$ cat src/rtl/pipelined_prefix_adder.sv
// pipelined_prefix_adder
//   Kogge-Stone parallel-prefix adder/subtractor with a valid/ready pipeline.
//   Stage 0 registers the operands (with B already inverted for subtract ops
//   and the effective carry-in resolved). log2(WIDTH) prefix levels follow,
//   each registered when PIPE=1 or purely combinational when PIPE=0. A final
//   stage forms the sum and the flags and registers them.
//   The whole pipeline freezes while the output holds a result the consumer
//   has not taken (stall = out_valid & ~out_ready).
//
// Parameters
//   WIDTH : operand width (8, 16, 32 or 64)
//   PIPE  : 1 = register after every prefix level, 0 = input/output regs only
//
// Ports
//   clk, rst_n          : rising-edge clock, async active-low reset
//   in_valid / in_ready : operand handshake (in_ready = ~stall)
//   a, b, op, cin       : operands; op 00 A+B, 01 A-B, 10 A+B+cin, 11 A+~B+cin
//   out_valid/out_ready : result handshake
//   sum, cout, ovf      : result, carry out, signed overflow
//   zero, neg           : sum == 0, sum[WIDTH-1]
module pipelined_prefix_adder #(
  parameter int unsigned WIDTH = 16,
  parameter int unsigned PIPE  = 1
) (
  input  logic             clk,
  input  logic             rst_n,
  input  logic             in_valid,
  output logic             in_ready,
  input  logic [WIDTH-1:0] a,
  input  logic [WIDTH-1:0] b,
  input  logic [1:0]       op,
  input  logic             cin,
  output logic             out_valid,
  input  logic             out_ready,
  output logic [WIDTH-1:0] sum,
  output logic             cout,
  output logic             ovf,
  output logic             zero,
  output logic             neg
);

  localparam int unsigned LEVELS = $clog2(WIDTH);

  logic stall;
  logic out_valid_d, out_valid_q;

  assign stall    = out_valid_q & ~out_ready;
  assign in_ready = ~stall;

  // ---------------------------------------------------------------------------
  // Stage 0: operand capture
  // ---------------------------------------------------------------------------
  logic [WIDTH-1:0] a_d, a_q;
  logic [WIDTH-1:0] beff_d, beff_q;
  logic             cin_d, cin_q;
  logic             v0_d, v0_q;

  always_comb begin
    v0_d   = in_valid;
    a_d    = a;
    beff_d = op[0] ? ~b : b;
    unique case (op)
      2'b00:   cin_d = 1'b0;
      2'b01:   cin_d = 1'b1;
      default: cin_d = cin;
    endcase
  end

  always_ff @(posedge clk or negedge rst_n) begin
    if (!rst_n) begin
      v0_q   <= 1'b0;
      a_q    <= '0;
      beff_q <= '0;
      cin_q  <= 1'b0;
    end else if (!stall) begin
      v0_q <= v0_d;
      if (v0_d) begin
        a_q    <= a_d;
        beff_q <= beff_d;
        cin_q  <= cin_d;
      end
    end
  end

  // ---------------------------------------------------------------------------
  // Prefix tree state per level.
  //   g_s[k][j] : group generate ending at bit position j-1 (index 0 = bit -1,
  //               the carry-in: generate if 1, kill if 0)
  //   p_s[k][i] : group propagate ending at bit position i (bit -1 never
  //               propagates, so it is not stored)
  //   x_s[k]    : half-sum bits a ^ beff carried alongside for the final xor
  // ---------------------------------------------------------------------------
  logic [WIDTH:0]   g_s [LEVELS+1];
  logic [WIDTH-1:0] p_s [LEVELS+1];
  logic [WIDTH-1:0] x_s [LEVELS+1];
  logic             v_s [LEVELS+1];

  assign g_s[0] = {a_q & beff_q, cin_q};
  assign p_s[0] = a_q ^ beff_q;
  assign x_s[0] = a_q ^ beff_q;
  assign v_s[0] = v0_q;

  for (genvar k = 0; k < LEVELS; k++) begin : g_lvl
    localparam int unsigned DIST = 32'd1 << k;

    logic [WIDTH:0]   pe;
    logic [WIDTH:0]   g_d;
    logic [WIDTH-1:0] p_d;
    logic [WIDTH-1:0] x_d;
    logic             v_d;

    // Combine index j with index j-DIST; indices below DIST pass through.
    always_comb begin
      pe  = {p_s[k], 1'b0};
      g_d = g_s[k];
      p_d = p_s[k];
      x_d = x_s[k];
      v_d = v_s[k];
      for (int unsigned j = DIST; j <= WIDTH; j++) begin
        g_d[j]   = g_s[k][j] | (pe[j] & g_s[k][j-DIST]);
        p_d[j-1] = pe[j] & pe[j-DIST];
      end
    end

    if (PIPE != 0) begin : g_reg
      logic [WIDTH:0]   g_q;
      logic [WIDTH-1:0] p_q;
      logic [WIDTH-1:0] x_q;
      logic             v_q;

      always_ff @(posedge clk or negedge rst_n) begin
        if (!rst_n) begin
          v_q <= 1'b0;
          g_q <= '0;
          p_q <= '0;
          x_q <= '0;
        end else if (!stall) begin
          v_q <= v_d;
          if (v_d) begin
            g_q <= g_d;
            p_q <= p_d;
            x_q <= x_d;
          end
        end
      end

      assign g_s[k+1] = g_q;
      assign p_s[k+1] = p_q;
      assign x_s[k+1] = x_q;
      assign v_s[k+1] = v_q;
    end else begin : g_comb
      assign g_s[k+1] = g_d;
      assign p_s[k+1] = p_d;
      assign x_s[k+1] = x_d;
      assign v_s[k+1] = v_d;
    end
  end

  // ---------------------------------------------------------------------------
  // Final stage: carries, sum, flags
  // ---------------------------------------------------------------------------
  logic [WIDTH-1:0] carry;
  logic [WIDTH-1:0] sum_d, sum_q;
  logic             cout_d, cout_q;
  logic             ovf_d, ovf_q;
  logic             zero_d, zero_q;
  logic             neg_d, neg_q;

  // log2(WIDTH) levels span WIDTH indices, one short of the WIDTH+1 needed
  // to reach the carry-in from the top bit. The g | p & cin fold closes that
  // gap; for every lower bit the group already includes the carry-in and its
  // propagate is 0, so the extra term is inert there.
  always_comb begin
    carry       = g_s[LEVELS][WIDTH:1] | (p_s[LEVELS] & {WIDTH{g_s[LEVELS][0]}});
    sum_d       = x_s[LEVELS] ^ {carry[WIDTH-2:0], g_s[LEVELS][0]};
    cout_d      = carry[WIDTH-1];
    ovf_d       = carry[WIDTH-1] ^ carry[WIDTH-2];
    zero_d      = ~|sum_d;
    neg_d       = sum_d[WIDTH-1];
    out_valid_d = v_s[LEVELS];
  end

  always_ff @(posedge clk or negedge rst_n) begin
    if (!rst_n) begin
      out_valid_q <= 1'b0;
      sum_q       <= '0;
      cout_q      <= 1'b0;
      ovf_q       <= 1'b0;
      zero_q      <= 1'b0;
      neg_q       <= 1'b0;
    end else if (!stall) begin
      out_valid_q <= out_valid_d;
      if (out_valid_d) begin
        sum_q  <= sum_d;
        cout_q <= cout_d;
        ovf_q  <= ovf_d;
        zero_q <= zero_d;
        neg_q  <= neg_d;
      end
    end
  end

  assign out_valid = out_valid_q;
  assign sum       = sum_q;
  assign cout      = cout_q;
  assign ovf       = ovf_q;
  assign zero      = zero_q;
  assign neg       = neg_q;

endmodule

$ cat config.mk
export PLATFORM = sky130hd
export DESIGN_NAME = pipelined_prefix_adder
export DESIGN_NICKNAME = d
export VERILOG_FILES = /design/src/rtl/pipelined_prefix_adder.sv
export SDC_FILE = /design/constraint.sdc
export NUM_CORES = 1
export LEC_CHECK = 0
export ABC_AREA = 0
export CORE_ASPECT_RATIO = 0.5
export CORE_MARGIN = 8
export CORE_UTILIZATION = 50
export DETAILED_ROUTE_END_ITERATION = 16
export GPL_TIMING_DRIVEN = 0
export PLACE_DENSITY = 0.69
export SLEW_MARGIN = 20
export SYNTH_ARGS = -nofsm -noshare
export SYNTH_HDL_FRONTEND = slang
export SYNTH_SLANG_ARGS = --single-unit
$ cat constraint.sdc
create_clock -name clk -period 2.55 [get_ports clk]
set_input_delay 0.51 -clock clk [delete_from_list [all_inputs] [get_ports clk]]
set_output_delay 0.51 -clock clk [all_outputs]
set_load 0.005 [all_outputs]
Yosys cells after proc, flatten, opt, wreduce, memory -nomap -nowiden --
Cells that the tools add are included.
Operators by class: add/subtract/negate cells 0, multiply operators 0, divide/modulo/power cells 0, magnitude comparators 0, equal/unequal tests 1, shift-type cells 0, muxes and demuxes 2, bitwise operators 154, reductions and logical operators 9
Operators by type and width (number):
- bitwise AND 1 bit | 92
- bitwise OR 1 bit | 53
- bitwise AND 16 bit | 2
- XOR 16 bit | 2
- 2-to-1 mux 16 bit | 1
- NOT 16 bit | 1
- bitwise OR 16 bit | 1
- OR reduction 16 bit | 1
- AND reduction 2 bit | 6
- equality test 2 x 1 -> 1 bit, second input constant | 1
- zero test 2 bit | 1
- NOT 1 bit | 2
- case mux 1 bit (2 select lines) | 1
- zero test 1 bit | 1
- XOR 1 bit | 1
Storage, ports and cells: flip-flop bits (word level) 229, bits in latches 0, RAM bits 0, memory bits (read-only) 0, bits of input ports 39, output and inout port bits 22, logic and storage cells 192, memories 0

Longest topological paths before layout --
depth after elaboration 5, gate-level depth with buffers 7, mapped depth without buffers 5

Worst setup path after synthesis --
OpenSTA, ideal clock, no wires.
path kind input-to-reg, start in out_ready, end reg g_lvl[1].g_reg.x_q[10], setup time 125 ps, arrival time 1421 ps, required time 2425 ps, path slack 1004 ps, stages on the path 6, path buffers 2, path through nor2b_4 > inv_6 > nand2_2 > buf_6 > buf_8 > mux2_4
On the way: longest elaborated chain between the ends 4
Ends and longest elaborated chain:
- start: declaration | line 34 | input logic out_ready,
- NOT 1 bit | line 47 | assign stall = out_valid_q & ~out_ready;
- bitwise AND 1 bit | line 47
- NOT 1 bit (no line)
- net in_ready | line 28 | output logic in_ready,
- AND reduction 2 bit (no line)
- end signal: assignment | line 136 | x_q <= '0;
- end signal: assignment | line 142 | x_q <= x_d;
- end: declaration | line 128 | logic [WIDTH-1:0] x_q;
The timed path passes the listed nets, and every way through them passes these cells. A chain may end at the register's enable or synchronous reset.

Worst setup path in the final report --
start in out_ready, end out in_ready
On the way: longest elaborated chain between the ends 3
Ends and longest elaborated chain (line):
- NOT 1 bit | 47
- bitwise AND 1 bit | 47
- NOT 1 bit (no line)
- end: declaration | 28
Every way passes these cells.

==> results.tsv <==
metric	value	unit
status	complete, no violations	
power_frac_comb	0.321	
root_buffer	clkbuf_16	
stdcell_count	1119	
pre_cts_slack	0.163	ns
finalInstanceArea	0.0111	mm^2
die-area	0.0236	mm^2
synth_cell_type_count	24	
clk_path_buf_depth	3	
crit_path_end_kind	output pin	
cp_slowest_stage_delay	0.47	ns
dp_cells	1081	
setup_violations	0	
final_common_cell	dfrtp_1	
power_density	1290	mW/mm^2
final_nets	920	
synthToLayoutAreaGrowth	18.6	%
whs	0.464	ns
drc	0	
grt_max_degree	101	
post_dp_cell_area	0.0103	mm^2
htreeDepth	1	
tightest_slew	0.497	ns
timing.final.ws_setup	0.160	ns
power.internal	9.69	mW
worst_clock_skew	0.00767	ns
worstPathArrival	1.88	ns
fp.dieW	209	um
drt_pre_antenna_iters	5	
fp.coreArea	0.0183	mm^2
drtAntennaViolNets	0	
synth_fp_nets	835	
first_global_vias	5957	
crit_slowest_cell	clkdlybuf4s50_1	
required	2.04	ns
syn_inst	780	
cts_resized	0	
drtIter0Drc	350	
min_path_type	input pin to asynchronous set/reset pin	
hpwl	14.6	mm
routabilityCongestion	0.813	
syn_avg_cell_area	12.0	um^2
critPathMaxFanout	8	
p_sw	4.61	mW
viasPerCell	5.22	
yosys_warnings	0	
start_util	0.509	
num_antenna_cells	0	
vias	5839	
cts.sinks	228	
final.period_utilization	0.937	
rows	35	
drt_wl_total	19.8	mm
power.share.clock	0.245	
clk-insertion-delay-late	0.49	ns
cts_buffers	21	
synth-seq-area-share	0.611	
wl_met2	8.39	mm
antenna_found_initial	0	
track_usage	0.170	
reg2reg_depth	6	
slew_viol_final	0	
syn_area	0.00933	mm^2
crit_path_frequent_cell	clkdlybuf4s50_1	
port_buffers	59	
drive_gt1_frac	0.199	
layout_common_cells	dfrtp_1 (228), nand2_1 (156), o21ai_0 (108), a21oi_1 (71), mux2_2 (67)	
synth-seq-cells	228	
grt_setup_unrepaired	false	
wl_per_cell	17.7	um
grt.overflow.total	0	
path_class	input pin to output pin	
drv_cap	0	
sw_frac_of_total	0.322	
pwr-share-seq	0.434	
io_pins	61	
wl_met1	10.3	mm
grt_first_pass_wirelength	32.5	mm
hold_viol	0	
fin_crit	2.39	ns
leakage	4.91	nW
peakVddDrop	446	uV
crit_path_cell_trace	clkdlybuf4s50_1 > nor2b_4 > inv_6 > clkdlybuf4s50_1	
cts_tree	built	
dr_wl_met3	841	um
max_freq	0.418	GHz
startpoint_type	input pin	
clk_pin_slew	0.07	ns
fin_util	0.604	
slew_headroom	0.669	
fp.dieH	113	um
highest_layer	met4	
[layer usage]
metal,track usage,vias up
li1,-,2845
met1,0.258,2845
met2,0.253,129
met3,0.0300,20
met4,0.0327,0
met5,0,-
[sequential cells by signal (all words and copies together) (netlist names)]
signal,flops
a_q,16
sum,16
g_lvl.g_reg.p_q,38
out_valid,1
beff_q,16
zero,1
g_lvl.g_reg.v_q,4
ovf,1
cout,1
g_lvl.v_d,1
cin_q,1
g_lvl.g_reg.x_q,64
g_lvl.g_reg.g_q,68
[power by group through the flow]
stage | logic (mW) | clock network (mW) | registers (mW)
floorplan | 3.31 | 0 | 5.84
finish | 4.59 | 3.50 | 6.21
detailed placement | 4.60 | 0 | 6.28
global route | 5.08 | 3.70 | 6.40
CTS | 4.65 | 3.56 | 6.22
global placement | 4.46 | 0 | 6.23
[worst max-delay path, delay by kind of cell]
family	cells	cell delay [ns]
and+or+nand+nor	1	0.32
buffers and inverters	3	1.04
[final timing paths]
check                                                     from                            endpoint  slack, ns
max in group asynchronous                                rst_n  g_lvl[3].g_reg.x_q[14]$_DFFE_PN0P_       0.87
min in group clk                                         op[0]              beff_q[15]$_DFFE_PN0P_       0.46
worst max register to register           out_valid$_DFFE_PN0N_   g_lvl[1].g_reg.x_q[4]$_DFFE_PN0P_       0.86
worst min register to register  g_lvl[3].g_reg.v_q$_DFFE_PN0N_               out_valid$_DFFE_PN0N_       0.48
worst max-delay path                                 out_ready                            in_ready       0.16
worst min-delay path                                     rst_n                  a_q[5]$_DFFE_PN0P_       0.46
[repair_timing]
action,in CTS,in global routing
hold buffers,1,0
hold endpoints to repair,31,0
buffers inserted,0,0
[kinds of logic after synthesis]
kind of cell / synth area share
and+or+nand+nor: 0.0796
xor gates and xnor gates: 0.0310
buffers and inverters: 0.0306
adders and majority gates: 0.0214
DFF: 0.611
muxes: 0.130
AOI/OAI and AO/OA: 0.0960
[synthesized netlist by cell type (all sizes together)]
cell type,number,area [um^2]
o21ai,108,541
a21oi,71,355
buf,31,243
ha,16,200
xnor2,33,289
dfrtp,228,5710
mux2,97,1200
and2,1,6.26
inv,1,8.76
nand4,4,25.0
nor2,17,63.8
nand2,161,622
nor2b,1,13.8
clkbuf,8,33.8
nand2b,1,6.26
mux2i,1,10.0
nor4,1,6.26
[layout make-up]
type	instances	area, um^2
timing repair buffer	62	661
buffer	39	277
clock inverter	10	181
sequential	228	5710
tap	240	300
fill	1518	7270
clock buffer	27	598
inverter	1	8.76
multi-input combinational	512	3340
[stage by stage]
step | power, mW | TNS, ns
5_1_grt | 15.2 | 0
2_1_floorplan | 9.15 | 0
4_1_cts | 14.4 | 0
3_3_place_gp | 10.7 | -1889.17
3_5_place_dp | 10.9 | 0
6_report | 14.3 | 0
Note: power is estimated with default switching activity, not from simulation.
==> variant 1, RTL diff (same settings) <==
Reset style: synchronous (`rst_n`), changed in 3 clocked blocks. Comments in the files are not updated.
--- a/src/rtl/pipelined_prefix_adder.sv
+++ b/src/rtl/pipelined_prefix_adder.sv
@@ -67,5 +67,5 @@
   end
 
-  always_ff @(posedge clk or negedge rst_n) begin
+  always_ff @(posedge clk) begin
     if (!rst_n) begin
       v0_q   <= 1'b0;
@@ -129,5 +129,5 @@
       logic             v_q;
 
-      always_ff @(posedge clk or negedge rst_n) begin
+      always_ff @(posedge clk) begin
         if (!rst_n) begin
           v_q <= 1'b0;
@@ -181,5 +181,5 @@
   end
 
-  always_ff @(posedge clk or negedge rst_n) begin
+  always_ff @(posedge clk) begin
     if (!rst_n) begin
       out_valid_q <= 1'b0;
Check against the original RTL: differs if rst_n is asserted again (counterexample within 10 cycles, from zero or initial values and one cycle with rst_n low); with rst_n held inactive, the same outputs for 10 cycles.
==> variant 1 against the unedited design <==
  * Global-route usage up 2.5 points
  * Largest cell class unchanged
  * Routed wire length grew 17%
  * Highest routed layer unchanged
  * Synthesized area fell by 0.28%
  * First-iteration DRC count up 75%
  * Sequential cell count did not move
  * Final area is 1.7% lower
  * Non-clock buffer count up 35
  * Critical endpoint unchanged
  * Setup slack worse by 0.044 ns
Power is not compared: it rests on default switching activity, and its combinational part moved more than twofold at a synthesized area within 25%.
==> variant 1: results (changes against the unedited design) <==
final RePlAce weighted congestion=0.8605 (+5.8%); Avg WL per Cell=17.19 um (-2.7%); vias in the first global route=7,017 (+18%); CTS HTree Levels=1 (unchanged); ys async rst share=0 (-1.000); Post-synth top flop=dfxtp_1; DP HPWL=17.67 mm (+21%); Port Buffer Count=59 (unchanged); Worst Path Max Fanout=10 (+2); TritonCTS Buffers=21 (unchanged); Synth cell types=26 (+8.3%); Final Hold Viols=0 (unchanged); Final Skew=0.009439 ns (+0.001764 ns); GRT Resource Usage Total=0.1948 (+0.02482); Slew @ Worst Pin=0.8556 ns (+0.3587 ns); latest clock arrival within the worst-skew pair=~0.50 ns; worst endpoint data arrival time=1.92 ns (+0.04 ns); Place WS=0.01710 ns (-0.1457 ns); outcome=finished, final reports clean; largest net degree at the start of global routing=16 (-84%); critical path's slowest cell=clkdlybuf4s50_1; drt first-iter violations=614 (+75%); Clock Tree Buf Depth=3 (unchanged); Synth top cells by count=nand2_1 (324), dfxtp_1 (228), o211a_1 (87), a21boi_0 (85), a21oi_1 (54); Psw=1.702 mW; clock-pin slew on the worst setup and hold paths=roughly 0.060 ns; dominant cells by area after synthesis=dfxtp_1 (49%), nand2_1 (13%), o211a_1 (9.4%); global-route wire length before repair=37.58 mm (+16%); HP Class=reg -> reg; via/cell ratio=5.356 (+2.6%); layout cell share with drive strength beyond 1=0.08296 (-0.1161); number of nets in the layout=1,153 (+25%); number of diodes=0 (unchanged); CP delay by family, top=buffers and inverters; sequential area share after synthesis=0.4904 (-0.1209); Mapped Nets=1,071 (+28%); Root Buffer=clkbuf_16; slowest stage delay, CP=0.52 ns (+0.05 ns); P_leak=4.766 nW
-- variant 1: cell types whose count changed in the layout (fill, tap and decap cells not counted), moves of 30 or more --
cell	before	now
nand2_1	156	324
nand3_1	0	38
a21boi_0	0	85
o211a_1	0	87
mux2_4	30	0
dfrtp_1	228	0
a21boi_1	0	53
dfxtp_1	0	228
o21ai_0	108	1
mux2_2	67	0
-- variant 1: final cells by class --
cell class,instances,area [um2]
fillers,1638,7415
flip-flops and latches,228,4564
multi-input cells,710,4225
clock buffers,28,611.8
repair buffers,59,590.6
plain buffers,77,511.7
well taps,240,300.3
clock inverters,6,80.08
inverters,1,6.256
-- variant 1: per-layer routing --
layer	wire length, um	up-vias	share of wire	global-route usage
met4	382	0	0.016	0.04017
met1	11760	3400	0.51	0.2826
met2	9751	174	0.42	0.2992
met3	1294	33	0.056	0.03421
li1	-	3618	-	-
met5	0	-	0	0
-- variant 1: worst paths after layout --
kind	from	end	slack (ns)	cells after the start
min	g_lvl[0].g_reg.x_q[9]	g_lvl[1].g_reg.x_q[9]	0.45	2
max reg2reg	out_valid	g_lvl[3].g_reg.g_q[0]	0.97	8
max	out_ready	in_ready	0.12	6
min reg2reg	g_lvl[0].g_reg.x_q[9]	g_lvl[1].g_reg.x_q[9]	0.45	2
-- variant 1: through the flow --
step	hold WS (ns)	util	total power [mW]	instance area (um2)	instances
after floorplan	0.4308	-	4.147	9308	1016
after global placement	0.4419	0.5571	4.363	10200	1315
after detailed placement	0.4452	0.5571	4.373	10200	1315
after CTS	0.4558	0.5949	7.540	10890	1349
after global routing	0.4759	0.5949	7.753	10890	1349
final	0.4538	0.5949	7.496	10890	1349
-- variant 1: logic make-up after synthesis --
logic type	after synthesis	synth area share
compound gates	281	0.2352
xor+xnor	33	0.03105
fa+ha+maj	16	0.02151
buf+inv	78	0.05565
flops	228	0.4904
mux	2	0.002151
simple gates	378	0.1640
-- variant 1: worst min-delay path, delay by kind of cell (launching register included) --
family / cells / cell delay (ns)
AND/OR/NAND/NOR: 1 / 0.05
flip-flops: 1 / 0.31
AO/OA/AOI/OAI: 1 / 0.05
-- variant 1: power by group through the flow --
| stage | Sequential [mW] | Clock [mW] | Combinational (mW) |
|---|---|---|---|
| after detailed placement | 3.82 | 0 | 0.555 |
| after floorplan | 3.79 | 0 | 0.358 |
| after CTS | 3.74 | 3.24 | 0.559 |
| after global routing | 3.75 | 3.39 | 0.614 |
| after global placement | 3.81 | 0 | 0.549 |
| final | 3.74 | 3.20 | 0.561 |
==> variant 2, RTL diff (same settings) <==
Without the edit above. Set the parameter `WIDTH` to 32 (it was 16). Comments in the files are not updated.
--- a/src/rtl/pipelined_prefix_adder.sv
+++ b/src/rtl/pipelined_prefix_adder.sv
@@ -20,5 +20,5 @@
 //   zero, neg           : sum == 0, sum[WIDTH-1]
 module pipelined_prefix_adder #(
-  parameter int unsigned WIDTH = 16,
+  parameter int unsigned WIDTH = 32,
   parameter int unsigned PIPE  = 1
 ) (
Ports: changed (resized a, b and sum); port bits go from 61 to 109. No check against the original RTL was run, so the function may have changed too.
==> variant 2 against the unedited design <==
  * Routed wire length grew to 2.6 times the old value
  * Setup slack got worse by 0.10 ns
  * Non-clock buffer count grew 107
  * First-iteration DRC count increased to 3.2 times the old value
  * Largest power group unchanged
  * Sequential share of layout area up 1.9 points
  * Hold slack worse by 0.088 ns
  * Critical endpoint unchanged
  * Largest cell class unchanged
  * Final area increased by 130%
  * Sequential cell count rose by 307
  * Synthesized area up 130%
  * Highest routed layer unchanged
  * Power rose by 120%
==> variant 2: results (changes against the unedited design) <==
global-route wire length before repair=82.52 mm (+150%); fillcell total=3,538 (+130%); Mapped Cells=1,831 (+130%); Worst Path Max Fanout=10 (+2); Worst Reg-to-Reg Cells=6 (unchanged); register-to-register setup slack=0.65 ns (-0.21 ns); Synth top cells by count=dfrtp_1 (535), nand2_1 (420), o21ai_0 (300), mux2_2 (177), a21oi_1 (135); Post-synth top flop=dfrtp_1; outcome=finished, final reports clean; slowest stage delay, CP=0.46 ns; Port Buffer Count=107 (+81%); critical path's slowest cell=clkdlybuf4s50_1; dominant cells by area after synthesis=dfrtp_1 (62%), mux2_2 (9.2%), nand2_1 (7.3%); largest registers=g_lvl.g_reg.g_q x165, g_lvl.g_reg.x_q x160, g_lvl.g_reg.p_q x103; maximum VDD drop=0.0005872 V (+32%); worst flop-to-flop path endpoint=g_lvl[1].g_reg.x_q[29]; ys async rst share=1.000 (unchanged); sequential area share after synthesis=0.6197 (+0.008419); Worst Setup EP=in_ready; HP Class=in -> reg; Final Skew=0.01720 ns (+0.009527 ns); Psw=10.96 mW (+140%); Root Buffer=clkbuf_16; DP HPWL=39.23 mm (+170%); FF-to-FF Start=out_valid; GRT Resource Usage Total=0.2077 (+0.03766); worst endpoint data arrival time=1.98 ns (+0.10 ns); initial antenna violation count=0 (unchanged); Worst Setup SP=out_ready; CTS HTree Levels=2 (+1); largest net degree at the start of global routing=101 (unchanged); Inst Count DP=2,520 (+130%); layout cell share with drive strength beyond 1=0.1872 (-0.01190); Pre-Repair DR Iteration Count=5 (unchanged); Synth cell types=28 (+17%); WL final=52.17 mm (+160%); via/cell ratio=5.406 (+3.6%); Mapped Nets=1,934 (+130%); vias=14,100 (+140%); latest clock arrival within the worst-skew pair=0.56 ns (+0.07 ns); P_leak=11.06 nW (+130%); number of nets in the layout=2,097 (+130%); Slew @ Worst Pin=0.5402 ns (+0.04331 ns); drt first-iter violations=1,117 (+220%); clock-pin slew on the worst setup and hold paths=approximately 0.060 ns; Clock Tree Buf Depth=3 (unchanged); hold depth=3; Syn. warnings=0 (unchanged); final RePlAce weighted congestion=0.8375 (+3.0%); TritonCTS Buffers=47 (+120%)
variant 2: cell count changes after synthesis, moves of 10 or more:
cell / unedited run / this run
ha_1: 16 / 32
mux2_4: 30 / 46
nor2_1: 17 / 1
xnor2_1: 33 / 64
a21oi_1: 71 / 135
nand2_1: 156 / 420
buf_4: 7 / 38
clkbuf_1: 7 / 23
o21ai_0: 108 / 300
dfrtp_1: 228 / 535
mux2_2: 67 / 177
buf_2: 14 / 24
variant 2: power groups by stage:
stage | Combinational, mW | Sequential [mW] | Clock (mW)
finish | 9.99 | 14.7 | 7.04
global route | 11.1 | 15.1 | 7.46
CTS | 10.0 | 14.7 | 7.11
detailed placement | 9.95 | 14.8 | 0
global placement | 9.67 | 14.7 | 0
floorplan | 7.12 | 13.5 | 0
variant 2: layer usage:
layer	wire length, um	global-route usage	share of wire	up-vias
met5	0	0	0	-
met4	741	0.04010	0.014	0
met3	3378	0.04101	0.065	63
met2	21340	0.2932	0.41	365
met1	26710	0.3294	0.51	7077
li1	-	-	-	6594
variant 2: how the worst min path moves through the flow:
stage                            from                endpoint  slack [ns]
2_1_floorplan                   rst_n                  a_q[0]        0.21
4_1_cts                         op[0]               beff_q[0]        0.37
5_1_grt                         op[0]               beff_q[0]        0.41
3_5_place_dp                   sum[8]                  sum[8]        0.47
3_3_place_gp   g_lvl[3].g_reg.p_q[28]  g_lvl[3].g_reg.p_q[28]        0.46
6_report                        op[0]               beff_q[0]        0.38
variant 2: logic make-up (layout without fill, tap and decap cells):
family	count (synthesis)	count (layout)	synth area share
compound gates	440	440	0.1023
buf+inv	95	294	0.02849
fa+ha+maj	32	32	0.01853
flops	535	535	0.6197
xor+xnor	65	65	0.02635
mux	224	224	0.1247
simple gates	440	440	0.07998
other cells	0	1	0
variant 2: critical path: cells and delay by family:
kind	cells	cell delay, ns
AND/OR/NAND/NOR	1	0.29
buffers and inverters	4	1.16
variant 2: metrics by stage:
step	hold slack, ns	util	setup WS, ns	area (um2)
after floorplan	0.2144	-	0.8948	21600
after global placement	0.4614	0.5530	-22.39	23400
after detailed placement	0.4702	0.5564	-0.009361	23540
after CTS	0.3689	0.5926	0.08132	25070
after global routing	0.4127	0.5927	0.01935	25080
final	0.3755	0.5928	0.05552	25080
variant 2: timing repair:
item                       4_1_cts  5_1_grt
resized for setup                0        1
hold endpoints to repair        74        0
setup buffers                    1        0
hold buffers                     1        0
setup endpoints to repair        1       92
variant 2: layout make-up:
type	count	share of cell area
Antenna cell	1	0.00009978
Buffer	94	0.02440
Clock buffer	73	0.05687
Clock inverter	12	0.003492
Inverter	1	0.0001497
Multi-Input combinational cell	1201	0.3031
Sequential cell	535	0.5338
Tap cell	577	0.02879
Timing Repair Buffer	114	0.04929
